===== config.mk =====
export PLATFORM = sky130hd
export DESIGN_NAME = mem_port_arbiter
export DESIGN_NICKNAME = d
export VERILOG_FILES = /design/src/rtl/riscv_mem_pkg.sv /design/src/rtl/mem_align_unit.sv /design/src/rtl/mem_port_arbiter.sv
export SDC_FILE = /design/constraint.sdc
export NUM_CORES = 1
export LEC_CHECK = 0
export BUFFER_PORTS_ARGS = -buffer_cell sky130_fd_sc_hd__buf_2
export CAP_MARGIN = 0
export CORE_MARGIN = 10
export CORE_UTILIZATION = 49
export DETAILED_ROUTE_END_ITERATION = 8
export GPL_TIMING_DRIVEN = 0
export MAX_ROUTING_LAYER = met4
export PLACE_DENSITY = 0.81
export REMOVE_ABC_BUFFERS = 1
export SETUP_SLACK_MARGIN = 0.15
export SYNTH_ARGS = -nofsm -noshare
export SYNTH_HDL_FRONTEND = slang
export SYNTH_SLANG_ARGS = --single-unit

===== constraint.sdc =====
create_clock -name clk_in -period 3 [get_ports clk_in]
set_clock_uncertainty 0.15 [all_clocks]
set_input_delay 0 -clock clk_in [delete_from_list [all_inputs] [get_ports clk_in]]
set_output_delay 0 -clock clk_in [all_outputs]
set_load 0.05 [all_outputs]

===== src/rtl/riscv_mem_pkg.sv =====
// Shared types and constants for the instruction/data memory port arbiter.
package riscv_mem_pkg;

    localparam int unsigned XLEN       = 32;
    localparam int unsigned BE_W       = XLEN / 8;
    localparam int unsigned FAIR_LIMIT = 2;
    localparam int unsigned FAIR_CNT_W = 2;

    localparam logic [XLEN-1:0] WORD_ADDR_MASK = 32'hFFFF_FFFC;

    localparam logic [1:0] SIZE_BYTE = 2'b00;
    localparam logic [1:0] SIZE_HALF = 2'b01;
    localparam logic [1:0] SIZE_WORD = 2'b10;

    typedef enum logic [1:0] {
        IDLE    = 2'd0,
        IF_WAIT = 2'd1,
        DM_WAIT = 2'd2
    } arb_state_t;

    // Attributes of a data access that outlive the grant cycle
    typedef struct packed {
        logic [1:0] addr_lo;
        logic [1:0] size;
        logic       is_unsigned;
    } dm_ctx_t;

    typedef struct packed {
        logic            req;
        logic            we;
        logic [XLEN-1:0] addr;
        logic [XLEN-1:0] wdata;
        logic [BE_W-1:0] be;
    } bus_cmd_t;

endpackage


===== src/rtl/mem_align_unit.sv =====
// Byte-lane steering: store byte enables/replication, load lane select/extension,
// and alignment check for one data access.
module mem_align_unit
    import riscv_mem_pkg::*;
(
    input  logic [1:0]      addr_lo,
    input  logic [1:0]      size,
    input  logic            is_unsigned,
    input  logic [XLEN-1:0] wdata,
    input  logic [XLEN-1:0] rdata,
    output logic [BE_W-1:0] be,
    output logic [XLEN-1:0] wdata_rep,
    output logic [XLEN-1:0] rdata_ext,
    output logic            misaligned
);

    logic [7:0]  rd_byte;
    logic [15:0] rd_half;

    assign rd_byte = rdata[{addr_lo, 3'b000} +: 8];
    assign rd_half = rdata[{addr_lo[1], 4'b0000} +: 16];

    always_comb begin
        be         = '0;
        wdata_rep  = wdata;
        rdata_ext  = rdata;
        misaligned = 1'b0;
        case (size)
            SIZE_BYTE: begin
                be        = BE_W'(4'b0001) << addr_lo;
                wdata_rep = {4{wdata[7:0]}};
                rdata_ext = {{24{rd_byte[7] & ~is_unsigned}}, rd_byte};
            end
            SIZE_HALF: begin
                be         = BE_W'(4'b0011) << addr_lo;
                wdata_rep  = {2{wdata[15:0]}};
                rdata_ext  = {{16{rd_half[15] & ~is_unsigned}}, rd_half};
                misaligned = addr_lo[0];
            end
            SIZE_WORD: begin
                be         = '1;
                misaligned = |addr_lo;
            end
            default: misaligned = 1'b1;
        endcase
    end

endmodule


===== src/rtl/mem_port_arbiter.sv =====
// Arbitrates a fetch port and a load/store port onto one single-outstanding
// memory bus, with data priority bounded by a fetch fairness counter.
module mem_port_arbiter
    import riscv_mem_pkg::*;
(
    input  logic            clk_in,
    input  logic            rst_n_in,
    input  logic            if_req_in,
    input  logic [XLEN-1:0] if_addr_in,
    output logic [XLEN-1:0] if_rdata_out,
    output logic            if_ack_out,
    input  logic            dm_rd_req_in,
    input  logic            dm_wr_req_in,
    input  logic [XLEN-1:0] dm_addr_in,
    input  logic [XLEN-1:0] dm_wdata_in,
    input  logic [1:0]      dm_size_in,
    input  logic            dm_unsigned_in,
    output logic [XLEN-1:0] dm_rdata_out,
    output logic            dm_ack_out,
    output logic            dm_misaligned_out,
    output logic            bus_req_out,
    output logic            bus_we_out,
    output logic [XLEN-1:0] bus_addr_out,
    output logic [XLEN-1:0] bus_wdata_out,
    output logic [BE_W-1:0] bus_be_out,
    input  logic [XLEN-1:0] bus_rdata_in,
    input  logic            bus_ack_in,
    output logic            stall_out
);

    arb_state_t            state_q, state_d;
    logic [FAIR_CNT_W-1:0] fair_cnt_q, fair_cnt_d;
    dm_ctx_t               ctx_q, ctx_d, au_ctx;
    bus_cmd_t              bus_q, bus_d;
    logic [XLEN-1:0]       if_rdata_d, dm_rdata_d;
    logic                  if_ack_d, dm_ack_d, dm_mis_d;

    logic                  dm_req, can_grant, fetch_turn, grant_dm, grant_if;
    logic [BE_W-1:0]       au_be;
    logic [XLEN-1:0]       au_wdata, au_rdata;
    logic                  au_misaligned;

    // Live request attributes while idle, captured ones while a load is in flight
    always_comb begin
        au_ctx = ctx_q;
        if (state_q == IDLE) begin
            au_ctx.addr_lo     = dm_addr_in[1:0];
            au_ctx.size        = dm_size_in;
            au_ctx.is_unsigned = dm_unsigned_in;
        end
    end

    mem_align_unit u_align (
        .addr_lo     (au_ctx.addr_lo),
        .size        (au_ctx.size),
        .is_unsigned (au_ctx.is_unsigned),
        .wdata       (dm_wdata_in),
        .rdata       (bus_rdata_in),
        .be          (au_be),
        .wdata_rep   (au_wdata),
        .rdata_ext   (au_rdata),
        .misaligned  (au_misaligned)
    );

    assign dm_req     = dm_rd_req_in | dm_wr_req_in;
    assign can_grant  = (state_q == IDLE) & ~if_ack_out & ~dm_ack_out;
    assign fetch_turn = if_req_in & (fair_cnt_q >= FAIR_CNT_W'(FAIR_LIMIT));
    assign grant_dm   = can_grant & dm_req & ~fetch_turn;
    assign grant_if   = can_grant & if_req_in & ~grant_dm;

    assign stall_out = (if_req_in & ~if_ack_out) | (dm_req & ~dm_ack_out);

    assign bus_req_out   = bus_q.req;
    assign bus_we_out    = bus_q.we;
    assign bus_addr_out  = bus_q.addr;
    assign bus_wdata_out = bus_q.wdata;
    assign bus_be_out    = bus_q.be;

    always_comb begin
        state_d    = state_q;
        fair_cnt_d = fair_cnt_q;
        ctx_d      = ctx_q;
        bus_d      = bus_q;
        if_rdata_d = if_rdata_out;
        dm_rdata_d = dm_rdata_out;
        if_ack_d   = 1'b0;
        dm_ack_d   = 1'b0;
        dm_mis_d   = 1'b0;
        case (state_q)
            IDLE: begin
                if (grant_dm) begin
                    if (fair_cnt_q < FAIR_CNT_W'(FAIR_LIMIT)) begin
                        fair_cnt_d = fair_cnt_q + FAIR_CNT_W'(1);
                    end
                    ctx_d = au_ctx;
                    if (au_misaligned) begin
                        dm_ack_d   = 1'b1;
                        dm_mis_d   = 1'b1;
                        dm_rdata_d = '0;
                    end else begin
                        state_d     = DM_WAIT;
                        bus_d.req   = 1'b1;
                        bus_d.we    = dm_wr_req_in;
                        bus_d.addr  = dm_addr_in & WORD_ADDR_MASK;
                        bus_d.wdata = au_wdata;
                        bus_d.be    = au_be;
                    end
                end else if (grant_if) begin
                    fair_cnt_d  = '0;
                    state_d     = IF_WAIT;
                    bus_d.req   = 1'b1;
                    bus_d.we    = 1'b0;
                    bus_d.addr  = if_addr_in & WORD_ADDR_MASK;
                    bus_d.wdata = '0;
                    bus_d.be    = '1;
                end
            end
            IF_WAIT: begin
                if (bus_ack_in) begin
                    bus_d.req  = 1'b0;
                    if_rdata_d = bus_rdata_in;
                    if_ack_d   = 1'b1;
                    state_d    = IDLE;
                end
            end
            DM_WAIT: begin
                if (bus_ack_in) begin
                    bus_d.req = 1'b0;
                    dm_ack_d  = 1'b1;
                    if (!bus_q.we) begin
                        dm_rdata_d = au_rdata;
                    end
                    state_d = IDLE;
                end
            end
            default: state_d = IDLE;
        endcase
    end

    always_ff @(posedge clk_in or negedge rst_n_in) begin
        if (!rst_n_in) begin
            state_q           <= IDLE;
            fair_cnt_q        <= '0;
            ctx_q             <= '0;
            bus_q             <= '0;
            if_rdata_out      <= '0;
            if_ack_out        <= 1'b0;
            dm_rdata_out      <= '0;
            dm_ack_out        <= 1'b0;
            dm_misaligned_out <= 1'b0;
        end else begin
            state_q           <= state_d;
            fair_cnt_q        <= fair_cnt_d;
            ctx_q             <= ctx_d;
            bus_q             <= bus_d;
            if_rdata_out      <= if_rdata_d;
            if_ack_out        <= if_ack_d;
            dm_rdata_out      <= dm_rdata_d;
            dm_ack_out        <= dm_ack_d;
            dm_misaligned_out <= dm_mis_d;
        end
    end

endmodule

# Word level (Yosys, flattened, before mapping)
# Index checks and enable logic that the tools add are counted.
word_totals:
  ramBits: 0
  output_inout_bits: 138
  mem_bits_ro: 0
  elab_cells: 96
  register_bits: 146
  inputBits: 137
  mem_count: 0
  latch_bits: 0
op_classes:
  n_mux: 29
  add_sub_neg: 1
  div_mod_pow: 0
  n_eq_ne: 13
  n_shift: 4
  reduce_logical: 14
  bitwise: 18
  mul: 0
  magnitude_cmp: 2
ops:
  columns: ["op", "count"]
  rows:
  - ["two-way mux 70 bit", 3]
  - ["case mux 32 bit (2 select lines)", 3]
  - ["two-way mux 32 bit", 4]
  - ["variable part select 32 x 6 -> 16 bit", 1]
  - ["variable part select 32 x 6 -> 8 bit", 1]
  - ["two-way mux 2 bit", 7]
  - ["case mux 4 bit (3 select lines)", 1]
  - ["AND 1 bit", 11]
  - ["!= test 2 bit (second input constant)", 5]
  - ["AND reduction 3 bit", 3]
  - ["two-way mux 1 bit", 6]
  - ["!= test 3 bit (second input constant)", 2]
  - ["nonzero test 2 bit", 3]
  - ["two-way mux 5 bit", 1]
  - ["NOT 1 bit", 5]
  - ["AND reduction 5 bit", 1]
  - ["equality test 2 x 1 -> 1 bit (second input constant)", 2]
  - ["equality test 2 bit (second input constant)", 2]
  - ["logical NOT 2 bit", 2]
  - ["!= test 2 x 1 -> 1 bit (second input constant)", 2]
  - ["case mux 1 bit (2 select lines)", 2]
  - ["case mux 2 bit (2 select lines)", 1]
  - ["AND reduction 2 bit", 2]
  - ["AND reduction 4 bit", 1]
  - ["8 further kinds", 10]

# Longest topological paths before layout
logic_depth:
  word_depth: 10
  depth_mapped: 12
  ltp_nobuf: 7

# Cells and area by module
# From an unflattened synthesis, not the netlist that was laid out.
hier_totals:
  hier_cells: 693
  area_unflattened_um2: 7292.0
by_module_without_submodules:
  columns: ["mod", "n_inst", "seq_area_each_um2", "cells_per_inst", "area_per_inst_um2"]
  rows:
  - ["mem_port_arbiter", 1, 3603.5, 497, 5910.7]
  - ["mem_align_unit", 1, 0.0, 196, 1381.3]

# Least setup slack after synthesis
# OpenSTA, ideal clock, no wires.
synth_path:
  path_kind: "reg-to-reg"
  startpoint: "register state_q[0]"
  endpoint: "register bus_q (netlist bit bus_wdata_out[11])"
  n_path_buf: 5
  arrival_ps: 2167
  path_stages_with_launch: 13
  synth_period_minus_slack_ps: 2451
  setup_ps: 134
  setup_slack_ps: 549
  t_required_ps: 2716
  path_cell_list: "dfrtp_1 -> inv_1 -> ha_1 -> buf_6 -> buf_6 -> mux2i_1 -> buf_4 -> nand3_4 -> a31o_2 -> buf_6 -> buf_6 -> nand2_1 -> o31ai_1"
synth_via:
  elab_chain_len: 9
  word_cells_on_any_way: 20
  cone_classes: "3 x eq/ne; 5 x mux; 7 x bitwise; 5 x reduce/logical"
synth_lines:
  columns: ["element", "line_no", "rtl"]
  rows:
  - ["start: declaration", "mem_port_arbiter.sv:31", "arb_state_t state_q, state_d;"]
  - ["start signal: assignment", "mem_port_arbiter.sv:152", "state_q <= state_d;"]
  - ["logical NOT 2 bit *", "mem_port_arbiter.sv:46, mem_port_arbiter.sv:66, mem_port_arbiter.sv:89", null]
  - ["AND 1 bit (2 in a row)", "mem_port_arbiter.sv:66", "assign can_grant = (state_q == IDLE) & ~if_ack_out & ~dm_ack_out;"]
  - ["AND 1 bit (2 in a row)", "mem_port_arbiter.sv:68", "assign grant_dm = can_grant & dm_req & ~fetch_turn;"]
  - ["NOT 1 bit", "mem_port_arbiter.sv:69", "assign grant_if = can_grant & if_req_in & ~grant_dm;"]
  - ["AND 1 bit", "mem_port_arbiter.sv:69", null]
  - ["nonzero test 2 bit (no line)", null, null]
  - ["AND reduction 3 bit (no line)", null, null]
  - ["end signal: assignment", "mem_port_arbiter.sv:155", "bus_q <= bus_d;"]
  - ["end: declaration", "mem_port_arbiter.sv:34", "bus_cmd_t bus_q, bus_d;"]
# Every way passes the cells marked *; elsewhere a longest branch is shown, timed or not. The select of a mux whose other input is x is not followed.
# A chain may end at the register's enable or synchronous reset.

# Worst setup path in the final report
layout_path:
  startpoint: "register state_q[1]"
  endpoint: "register bus_q (netlist bit bus_addr_out[10])"
# Same word-level chain as after synthesis.

==> results.toml <==
[run_status]
outcome = "complete, no violations"

[worst_setup_path]
cp-end-kind = "flip-flop"
start_kind = "flip-flop"
crit_slowest_cell = "a31oi_1"
cp_slowest_stage_delay_ns = 0.39
arrival_ns = 2.90
reg2reg_to = "bus_addr_out[10]$_DFFE_PN0P_"
worstPathMaxFanout = 41
path_cells = "inv_1 > ha_4 > buf_12 > mux2i_4 > o21ai_2 > a31oi_4 > buf_12 > nor2_1 > a31oi_1"
reg2reg_depth = 9
required_ns = 3.12
crit_top_cell = "buf_12"
reg2reg_from = "state_q[1]$_DFFE_PN0P_"
path_class = "reg2reg"
rrSetupSlack_ns = 0.22

[sta]
slew_headroom_pct = 37.34
worst_slew_pin_slew_ns = 0.9216
period_minus_slack_ns = 2.781
rsz0062_at_grt = "true"
fmax_mhz = 359.6
setup_ws_ns = 0.2188
drv_slew = 0
setup_viol = 0
final_hold_viol_count = 0
fin_crit_sh_pct = 92.71

[synth]
netlist.area_leader.share_pct = 51.99
netlist_top_cells_area = "dfrtp_1, nand2_1, mux2_2"
synth_seq_area_share_pct = 51.99
ys_types = 46
yosysWarnings = 0
syn_area_um2 = 6932
ys.flop_type = "dfrtp_1"
ys_seq_elements = 144
yosys.area.top_type = "dfrtp_1"
syn_avg_cell_area_um2 = 9.902
synthArstFlopShare_pct = 100.0
synth-edff-count = 0
synthCells = 700

[grt]
grt-ovfl-total = 0
grt_usage_pct = 30.57
grt_start_max_net_pins = 75
antenna_found_initial = 2
grt_pass1_vias = 7928
grt_pass1_wl_um = 45970

[cts]
cts_tree = "built"
htreeDepth = 4
clkSinkCount = 144
cts_root_buffer = "clkbuf_16"
numCtsBuffers = 17
clk_pin_slew_worst_paths_ns = 0.06
cts_max_path_buffers = 2
insertion_delay_ns = 0.42

[power_and_ir_drop]
sw_frac_of_total_pct = 51.75
leakage_nw = 5.203
p_sw_mw = 6.811
combPwrFrac_pct = 58.4
peakVddDrop_uv = 786.7
p_per_area_nw_per_um2 = 1232
internal-power_mw = 6.352
seqPwrFrac_pct = 24.3
pwr-share-clk_pct = 17.3

[finish]
fillers = 800
design_area_um2 = 10680
syn_to_final_growth_pct = 54.11
layout.nets = 1241
drive_above_1_share_pct = 34.89

[floorplan]
rows = 43
coreArea_um2 = 13880
start_util_pct = 49.94
die_w_um = 138.9
die-area_um2 = 19300
pin_count = 275
fp.dieH_um = 138.9

[min_path]
hold_path_class = "in2async"

[routing]
wire_per_inst_um = 23.45
drt_wl_total_um = 30370
vias = 7724
vias_per_cell = 5.964
drc = 0
first_iter_violations = 767
final_antenna_net_count = 0
first_pass_iters = 7

[placement]
io_buffer_count = 270
routabilityCongestion = 0.9062
dp_hpwl_um = 17250
place_ws_ns = -1.281
place_area_um2 = 8433

[run]
cap_violations = 0
-- timing repair --
item / CTS / global route
endpoints found under the setup margin: 104 / 89
endpoints found under the hold margin: 254 / 0
cloned: 3 / 0
pin swaps: 1 / 2
setup buffers: 8 / 7
resized for setup: 6 / 6
hold buffers: 134 / 0
-- state kept, by name (all words and copies together) (netlist names), 2 cells and up --
signal and count:
bus_addr_out 30, dm_rdata_out 32, bus_be_out 4, fair_cnt_q 2, ctx_q 5, if_rdata_out 32
bus_wdata_out 32, state_q 2
-- synth_stat cells (9+ instances only) --
cell type and instances:
buf_2 15, nor2_1 49, a31oi_1 32, a211oi_1 9, mux2_2 41, a22o_1 9
a21oi_1 11, o21ai_0 75, clkbuf_1 14, o31ai_1 9, nand3_1 10, mux2i_1 33
nand2_1 157, dfrtp_1 144
-- worst max-delay path by stage --
| stage | start | end | slack (ns) | depth (start not counted) |
|---|---|---|---|---|
| final | state_q[1]$_DFFE_PN0P_ | bus_addr_out[10]$_DFFE_PN0P_ | 0.22 | 9 |
| after global routing | state_q[0]$_DFFE_PN0P_ | dm_rdata_out[21]$_DFFE_PN0P_ | 0.10 | 7 |
| after CTS | state_q[0]$_DFFE_PN0P_ | bus_wdata_out[23]$_DFFE_PN0P_ | 0.12 | 7 |
| after detailed placement | state_q[0]$_DFFE_PN0P_ | bus_wdata_out[30]$_DFFE_PN0P_ | -1.28 | 8 |
| after global placement | state_q[0]$_DFFE_PN0P_ | bus_wdata_out[30]$_DFFE_PN0P_ | -4.28 | 7 |
| after floorplan | state_q[0]$_DFFE_PN0P_ | bus_wdata_out[24]$_DFFE_PN0P_ | -1.95 | 7 |
-- layout make-up --
class	count	area [um2]	share of cell area [%]
Inverter	8	30.03	0.2811
Multi-Input combinational cell	503	3209	30.04
Antenna cell	3	7.507	0.07027
Tap cell	180	225.2	2.108
Timing Repair Buffer	425	2975	27.85
Sequential cell	144	3603	33.73
Clock inverter	10	157.7	1.476
Clock buffer	22	474.2	4.439
-- cell usage in the layout (no fill, tap or decap), types with 4 or more instances in the layout --
master / Yosys / routed
buf_2: 15 / 269
nand2_1: 157 / 156
dfrtp_1: 144 / 144
dlygate4sd3_1: 0 / 134
o21ai_0: 75 / 75
nor2_1: 49 / 49
mux2_2: 41 / 41
mux2i_1: 33 / 31
a31oi_1: 32 / 31
clkbuf_16: 0 / 17
buf_4: 8 / 12
a21oi_1: 11 / 10
o31ai_1: 9 / 9
a22o_1: 9 / 9
a211oi_1: 9 / 9
inv_1: 8 / 8
o21ai_1: 8 / 8
nand3_1: 10 / 8
o2111ai_1: 8 / 8
a221o_1: 7 / 7
buf_12: 0 / 6
a21oi_4: 0 / 5
mux2i_4: 1 / 4
nor3_1: 4 / 4
ha_1: 5 / 4
clkinv_2: 0 / 4
bufinv_16: 0 / 4
-- worst max-delay path: cells and delay by family, from the launching register on --
kind | cells | cell delay [ns]
AOI/OAI and AO/OA | 3 | 0.88
buffers and inverters | 3 | 0.58
DFF | 1 | 0.38
muxes | 1 | 0.30
adders and majority gates | 1 | 0.24
and+or+nand+nor | 1 | 0.09
-- routing by layer --
layer | routed length, um | up-vias | track usage (%)
met2 | 14700 | 593 | 48.04
met3 | 3405 | 133 | 10.72
met4 | 1402 | 0 | 14.94
met1 | 10860 | 3709 | 34.09
met5 | 0 | - | -
li1 | - | 3289 | -
-- cell families after synthesis --
logic type	after synthesis	synth area share, %
compound gates	189	17.51
other cells	1	0.05410
fa+ha+maj	5	0.9025
simple gates	228	13.14
buf+inv	57	4.458
flops	144	51.99
mux	76	11.95
-- through the flow --
stage                     std cells  util [%]  TNS [ns]  power [mW]  hold slack (ns)
final                          1295     76.96         0       13.16          0.02663
after floorplan                 652         -   -148.93       7.935          -0.4456
after detailed placement       1108     60.75    -89.86       10.00         -0.08634
after global routing           1294     76.94         0       13.70          0.09955
after global placement         1102     59.31   -398.97       9.656           0.1044
after CTS                      1285     76.01         0       12.66          0.02986
-- power by group through the flow --
stage / combinational, mW / clock, mW / sequential (mW)
finish: 7.69 / 2.28 / 3.19
detailed placement: 6.88 / 0 / 3.12
global placement: 6.59 / 0 / 3.06
floorplan: 2.48 / 0 / 5.46
global route: 8.07 / 2.37 / 3.26
CTS: 7.26 / 2.29 / 3.11
Power figures use the tool's default switching activity.
